## src/rtl/gate_occupancy_ctrl.sv

```systemverilog
// Gate occupancy sequencer: debounces entry/exit buttons, arbitrates requests
// round-robin, strobes the external 0..7 counter and holds the gate open.
module gate_occupancy_ctrl #(
    parameter int DEBOUNCE_CYCLES = 4,
    parameter int OPEN_CYCLES     = 8
) (
    input  logic clk,
    input  logic reset,
    input  logic btn_entry_n,
    input  logic btn_exit_n,
    input  logic cnt_full,
    input  logic cnt_empty,
    output logic up_n,
    output logic down_n,
    output logic gate_open,
    output logic dir_entry,
    output logic busy,
    output logic deny_full,
    output logic deny_empty
);

    localparam logic [3:0] DB_LAST   = 4'(DEBOUNCE_CYCLES - 1);
    localparam logic [7:0] OPEN_LAST = 8'(OPEN_CYCLES - 1);

    typedef enum logic [1:0] {IDLE, STEP, OPEN} state_t;

    // Index 0 = entry button, index 1 = exit button.
    logic [1:0] sync1, sync2, deb, press, pend, pend_nxt, clr;
    logic [3:0] db_cnt [2];

    state_t     state, state_nxt;
    logic [7:0] open_cnt, open_cnt_nxt;
    logic       rr_entry, rr_nxt, pick_entry;
    logic       up_n_nxt, down_n_nxt, gate_nxt, dir_nxt, df_nxt, de_nxt;

    always_ff @(posedge clk) begin
        if (reset) begin
            sync1     <= 2'b11;
            sync2     <= 2'b11;
            deb       <= 2'b11;
            db_cnt[0] <= '0;
            db_cnt[1] <= '0;
        end else begin
            sync1 <= {btn_exit_n, btn_entry_n};
            sync2 <= sync1;
            for (int i = 0; i < 2; i++) begin
                if (sync2[i] != deb[i]) begin
                    if (db_cnt[i] == DB_LAST) begin
                        deb[i]    <= sync2[i];
                        db_cnt[i] <= '0;
                    end else begin
                        db_cnt[i] <= db_cnt[i] + 4'd1;
                    end
                end else begin
                    db_cnt[i] <= '0;
                end
            end
        end
    end

    // A press is the edge on which the debounced level falls 1->0.
    always_comb begin
        press = '0;
        for (int i = 0; i < 2; i++)
            press[i] = deb[i] & ~sync2[i] & (db_cnt[i] == DB_LAST);
    end

    always_comb begin
        state_nxt    = state;
        open_cnt_nxt = open_cnt;
        rr_nxt       = rr_entry;
        up_n_nxt     = 1'b1;
        down_n_nxt   = 1'b1;
        gate_nxt     = 1'b0;
        dir_nxt      = dir_entry;
        df_nxt       = 1'b0;
        de_nxt       = 1'b0;
        clr          = '0;
        pick_entry   = 1'b0;
        case (state)
            IDLE: begin
                if (|pend) begin
                    pick_entry = pend[0] & (~pend[1] | rr_entry);
                    if (&pend)
                        rr_nxt = ~pick_entry;
                    if (pick_entry) begin
                        clr[0] = 1'b1;
                        if (cnt_full) begin
                            df_nxt = 1'b1;
                        end else begin
                            dir_nxt   = 1'b1;
                            up_n_nxt  = 1'b0;
                            state_nxt = STEP;
                        end
                    end else begin
                        clr[1] = 1'b1;
                        if (cnt_empty) begin
                            de_nxt = 1'b1;
                        end else begin
                            dir_nxt    = 1'b0;
                            down_n_nxt = 1'b0;
                            state_nxt  = STEP;
                        end
                    end
                end
            end
            STEP: begin
                gate_nxt     = 1'b1;
                open_cnt_nxt = '0;
                state_nxt    = OPEN;
            end
            OPEN: begin
                if (open_cnt == OPEN_LAST) begin
                    state_nxt = IDLE;
                end else begin
                    gate_nxt     = 1'b1;
                    open_cnt_nxt = open_cnt + 8'd1;
                end
            end
            default: state_nxt = IDLE;
        endcase
        pend_nxt = (pend & ~clr) | press;
    end

    always_ff @(posedge clk) begin
        if (reset) begin
            state      <= IDLE;
            open_cnt   <= '0;
            pend       <= '0;
            rr_entry   <= 1'b1;
            up_n       <= 1'b1;
            down_n     <= 1'b1;
            gate_open  <= 1'b0;
            dir_entry  <= 1'b0;
            deny_full  <= 1'b0;
            deny_empty <= 1'b0;
        end else begin
            state      <= state_nxt;
            open_cnt   <= open_cnt_nxt;
            pend       <= pend_nxt;
            rr_entry   <= rr_nxt;
            up_n       <= up_n_nxt;
            down_n     <= down_n_nxt;
            gate_open  <= gate_nxt;
            dir_entry  <= dir_nxt;
            deny_full  <= df_nxt;
            deny_empty <= de_nxt;
        end
    end

    assign busy = (state != IDLE);

endmodule

```

## config.mk

```make
export PLATFORM = sky130hd
export DESIGN_NAME = gate_occupancy_ctrl
export DESIGN_NICKNAME = d
export VERILOG_FILES = /design/src/rtl/gate_occupancy_ctrl.sv
export SDC_FILE = /design/constraint.sdc
export NUM_CORES = 1
export LEC_CHECK = 0
export CAP_MARGIN = 10
export CORE_ASPECT_RATIO = 1.75
export CORE_MARGIN = 3
export CORE_UTILIZATION = 55
export DETAILED_ROUTE_END_ITERATION = 12
export PLACE_DENSITY = 0.77
export SLEW_MARGIN = 20
export SYNTH_ARGS = -nofsm -noshare
export SYNTH_HDL_FRONTEND = slang
export SYNTH_SLANG_ARGS = --single-unit
export TNS_END_PERCENT = 30
```

## constraint.sdc

```tcl
create_clock -name clk -period 2.14 [get_ports clk]
set_input_delay 0.428 -clock clk [delete_from_list [all_inputs] [get_ports clk]]
set_output_delay 0.428 -clock clk [all_outputs]
set_load 0.05 [all_outputs]
```

# Word-level counts from Yosys, hierarchy flattened
# Memories as Yosys holds them, arrays and structs flattened.
# Index checks and enable logic that the tools add are counted.
# Widths: inputs -> output; s select.
word_totals:
  reg_bits: 25
  ramBits: 8
  in_bits: 6
  output_inout_bits: 7
  wordCells: 114
  mem_count: 1
op_classes:
  n_addsub: 3
  eq_ne: 14
  mux: 49
  bitwise: 21
  n_reduce_logical: 12
memory_table:
  columns: ["memory", "depth", "word_bits", "read_ports", "rd_clocked_by_memory_dff", "write_ports", "line", "text"]
  rows:
  - ["db_cnt", 2, 4, 2, 0, 2, "29", "logic [3:0] db_cnt [2];"]
op_table:
  columns: ["cell", "n"]
  rows:
  - ["$mux 1", 32]
  - ["$mux 4", 6]
  - ["$pmux 8 s2", 1]
  - ["$mux 2", 7]
  - ["$reduce_and 4->1", 3]
  - ["$add 4x1->4 const B", 2]
  - ["$add 8x1->8 const B", 1]
  - ["$eq 4x2->1 const B", 2]
  - ["$eq 8x3->1 const B", 1]
  - ["$mux 8", 1]
  - ["$ne 2x2->1 const B", 4]
  - ["$reduce_or 4->1", 2]
  - ["$or 1x1->1", 7]
  - ["$ne 3x3->1 const B", 2]
  - ["$not 1->1", 6]
  - ["$pmux 2 s3", 1]
  - ["$reduce_and 2->1", 3]
  - ["$and 1x1->1", 5]
  - ["$reduce_bool 2->1", 2]
  - ["$and 2x2->2", 1]
  - ["$eq 2x1->1 const B", 1]
  - ["$eq 2x2->1 const B", 1]
  - ["$logic_not 2->1", 1]
  - ["$ne 1x1->1", 2]
  - ["other kinds (5)", 5]

# Depth between registers and ports, before layout
logic_depth:
  depth_word: 9
  ltp_mapped: 6
  depth_no_buf: 6

# Worst setup path after synthesis
# OpenSTA, ideal clock, no wires.
synth_timing:
  path_kind: "flip-flop to flip-flop"
  from: "register state[0]"
  to: "register deny_empty"
  setup_time_ps: 116
  arrival_ps: 1335
  t_required_ps: 2024
  path_slack_ps: 689
  path_stages_with_launch: 6
  n_path_buf: 0
  period_less_slack_ps: 1451
  path_cell_list: "dfxtp_1 > inv_1 > ha_1 > inv_1 > nor2_1 > and4_1"
synth_between:
  elab_chain_cells: 3
synth_rtl:
  columns: ["item", "line", "text"]
  rows:
  - ["start: declaration", "31", "state_t state, state_nxt;"]
  - ["start signal: assignment", "138", "state <= state_nxt;"]
  - ["$logic_not 2->1", "80", "case (state)"]
  - ["$not 1->1 (no source line)", null, null]
  - ["$reduce_or 4->1 (no source line)", null, null]
  - ["end signal: assignment", "147", "deny_empty <= de_nxt;"]
  - ["end: declaration", "19", "output logic deny_empty"]
# No other way between the ends.
# A chain may end at the register's enable or synchronous reset.

# Worst setup path after layout
layout_timing:
  from: "register dir_entry"
  to: "output port dir_entry"
layout_lines:
  columns: ["item", "line", "text"]
  rows:
  - ["start: declaration", "16", "output logic dir_entry,"]
  - ["start signal: assignment", "145", "dir_entry <= dir_nxt;"]
# No word-level cell between the ends.

==> key figures <==
STA
  • Slew Viols, Final: 0
  • Period utilization: 0.8687
  • Clock Skews: 0.004166 ns
  • RSZ-0062 raised after global routing: false
  • Final setup vio count: 0
  • Setup TNS: 0 ns
  • Rel. slew slack: 0.6631
  • Fin. Hold Viols: 0
  • Worst-margin pin slew: 0.5038 ns
  • FMAX: 537.9 MHz
  • Final worst slack: 0.2809 ns
  • Post-layout min period: 1.859 ns

Logic synthesis
  • Synth Instances: 147
  • Count leader, synth: dfxtp_1
  • Adder-cell share of the synthesized area: 0.06700
  • Syn avg cell area: 10.16 µm²
  • Ys async rst share: 0
  • Synth top area cells: dfxtp_1 34%, edfxtp_1 16%, ha_1 6.7%, nor2_1 5.0%, xor2_1 2.9%
  • YS warnings: 0
  • XOR/XNOR Fraction of Synth Area: 0.04690
  • Synthesized flop and latch total: 33
  • Yosys top cell by area: dfxtp_1
  • Main synth FF type: dfxtp_1
  • Largest family of logic cells by synthesized area: simple AND/OR/NAND/NOR gates
  • Synth top area share: 0.3350
  • Post-synthesis compound-gate area fraction: 0.1139
  • Simple-gate share of the synthesized area: 0.2370
  • Multiplexer area fraction after synthesis: 0.006700
  • Synth unique cells: 40
  • Synthesized cell area: 1494 µm²
  • EDFF count, synth: 8
  • Commonest cells in the netlist: 25 x dfxtp_1, 20 x nor2_1, 10 x inv_1, 8 x edfxtp_1, 8 x ha_1
  • Seq/Total Area, Yosys: 0.4958

CTS
  • Postcts setup bufs: 0
  • Num CTS Buffers: 5
  • TritonCTS Sinks: 33
  • Max H-tree Level: 2
  • Clk_lat worst skew: 0.27 ns
  • CTS resizes: 0
  • CTS Buffer Depth: 2
  • Clk slew on worst S/H paths: 0.06 ns
  • Hold-fix buffers at CTS: 0
  • CTS tree: built
  • Root Driver: clkbuf_8

GRT
  • Initial antenna violation count: 0
  • M2 GR Usage: 0.3313
  • Busiest grt layer: met2
  • Met3 GRT Util: 0.04785
  • Largest net degree at the start of global routing: 11
  • Vias in the first global route: 1139
  • First-pass GRT wire length: 4429 µm
  • Tot GR Track Use: 0.1818
  • Grt total ovfl: 0
  • Met1 Use GR: 0.1613

Floorplan
  • Core box area: 2552 µm²
  • Starting density of the core: 0.5853
  • Die height: 74.95 µm
  • Die area: 3402 µm²
  • Top-Level Pins: 13
  • Row cnt: 24
  • Die span in x: 45.40 µm

Routing
  • Post-DR wirelength/cell: 12.54 µm
  • Routed WL: 2507 µm
  • DR pass1 iterations: 4
  • Final ANT Viol Nets: 0
  • DRT iter0 DRCs: 7
  • Via Count: 1066
  • DRC viols: 0
  • Via density: 5.330

Final layout
  • Fin nets: 187
  • FF+latch area: 740.7 µm²
  • FILL cells: 197
  • Area of the multi-input gates: 734.5 µm²
  • Layout area overhead: 18.34%
  • ANT cells: 0
  • Fin util: 0.6926
  • Layout cells sized above 1: 0.1092

Critical path
  • Worst-path cell chain: clkdlybuf4s50_1
  • WS Path Type: reg -> out
  • Critical path startpoint category: register
  • CP arrival: 1.43 ns
  • Largest fanout on the critical path: 2
  • Buf/Inv on CP: 1
  • CP endpoint kind: output port
  • Slowest cell on the critical path: clkdlybuf4s50_1
  • Crit path required time: 1.71 ns
  • Slowest stage delay, CP: 0.81 ns
  • CP top delay family: buffers and inverters

Pwr
  • Pwr Density: 659.5 nW/µm²
  • Lkg Pwr: 0.6964 nW
  • Total Power: 1.166 mW
  • VDD IR max: 0.0006527 V

Place
  • Routability cong.: 0.7454
  • Hpwl dp: 1989 µm
  • Port buffer count: 12
  • Place WS: 0.3647 ns

Flow run
  • Max-Cap Viols: 0

Worst hold path
  • Min-Delay Path Class: reg -> reg

Run status
  • Status: finished clean
layout by cell type, fill, tap and decap left out, types with 2 or more instances in the layout:
cell	count
dfxtp_1	25
nor2_1	20
clkdlybuf4s50_1	11
inv_1	10
ha_1	8
edfxtp_1	8
conb_1	8
nand2b_1	6
nand2_1	6
clkbuf_8	6
or3_1	5
nor2b_1	5
xor2_1	5
nand3_1	4
or2_2	4
nor3b_1	3
xnor2_1	3
o21ai_0	3
a21oi_1	3
buf_4	3
a22oi_1	2
a211oi_2	2
nand4b_1	2
a211o_1	2
clkbuf_1	2
through the flow:
step                hold slack (ns)  instance area, µm²  cells
floorplan                    0.3895                1520    154
global placement             0.3937                1678    192
detailed placement           0.4084                1678    192
CTS                          0.4224                1768    200
global route                 0.4425                1768    200
finish                       0.4146                1768    200
final timing paths:
check | slack (ns) | from | cells past startpoint | end
worst max register to register | 0.60 | db_cnt[1][0] | 5 | deb[1]
worst min register to register | 0.41 | sync1[0] | 1 | sync2[0]
worst max-delay path | 0.28 | dir_entry | 1 | dir_entry
worst min-delay path | 0.41 | sync1[0] | 1 | sync2[0]
registers in the layout, summed over array words and instances, names as in the netlist:
register	count
db_cnt	8
deb	2
deny_empty	1
deny_full	1
dir_entry	1
down_n	1
gate_open	1
open_cnt	8
pend	2
rr_entry	1
state	2
sync1	2
sync2	2
up_n	1
final cells by class:
type	instances	area share
timing repair buffer	14	0.07502
clock buffer	8	0.05096
tap	26	0.01840
multi-input combinational	109	0.4154
sequential	33	0.4190
inverter	10	0.02123
report_power, final:
part	switching [mW]	internal (mW)	total, mW	leakage [nW]
sequential	0.00639	0.649	0.656	0.285
combinational	0.0239	0.0239	0.0478	0.366
clock	0.201	0.262	0.463	0.0455
cell families after synthesis:
| family | count (synthesis) |
|---|---|
| AND/OR/NAND/NOR | 62 |
| adder cells (fa/ha/maj) | 8 |
| buffers and inverters | 12 |
| XOR/XNOR | 8 |
| flip-flops | 33 |
| other | 1 |
| AO/OA/AOI/OAI | 22 |
| multiplexers | 1 |
layer usage:
layer  part of all wire  vias up  routed length, µm
li1                   -      548                  -
met5                  0        -                  0
met3              0.049        8                123
met2               0.56       23               1401
met1               0.36      487                899
met4              0.033        0                 82
Note: power is estimated with default switching activity, not from simulation.
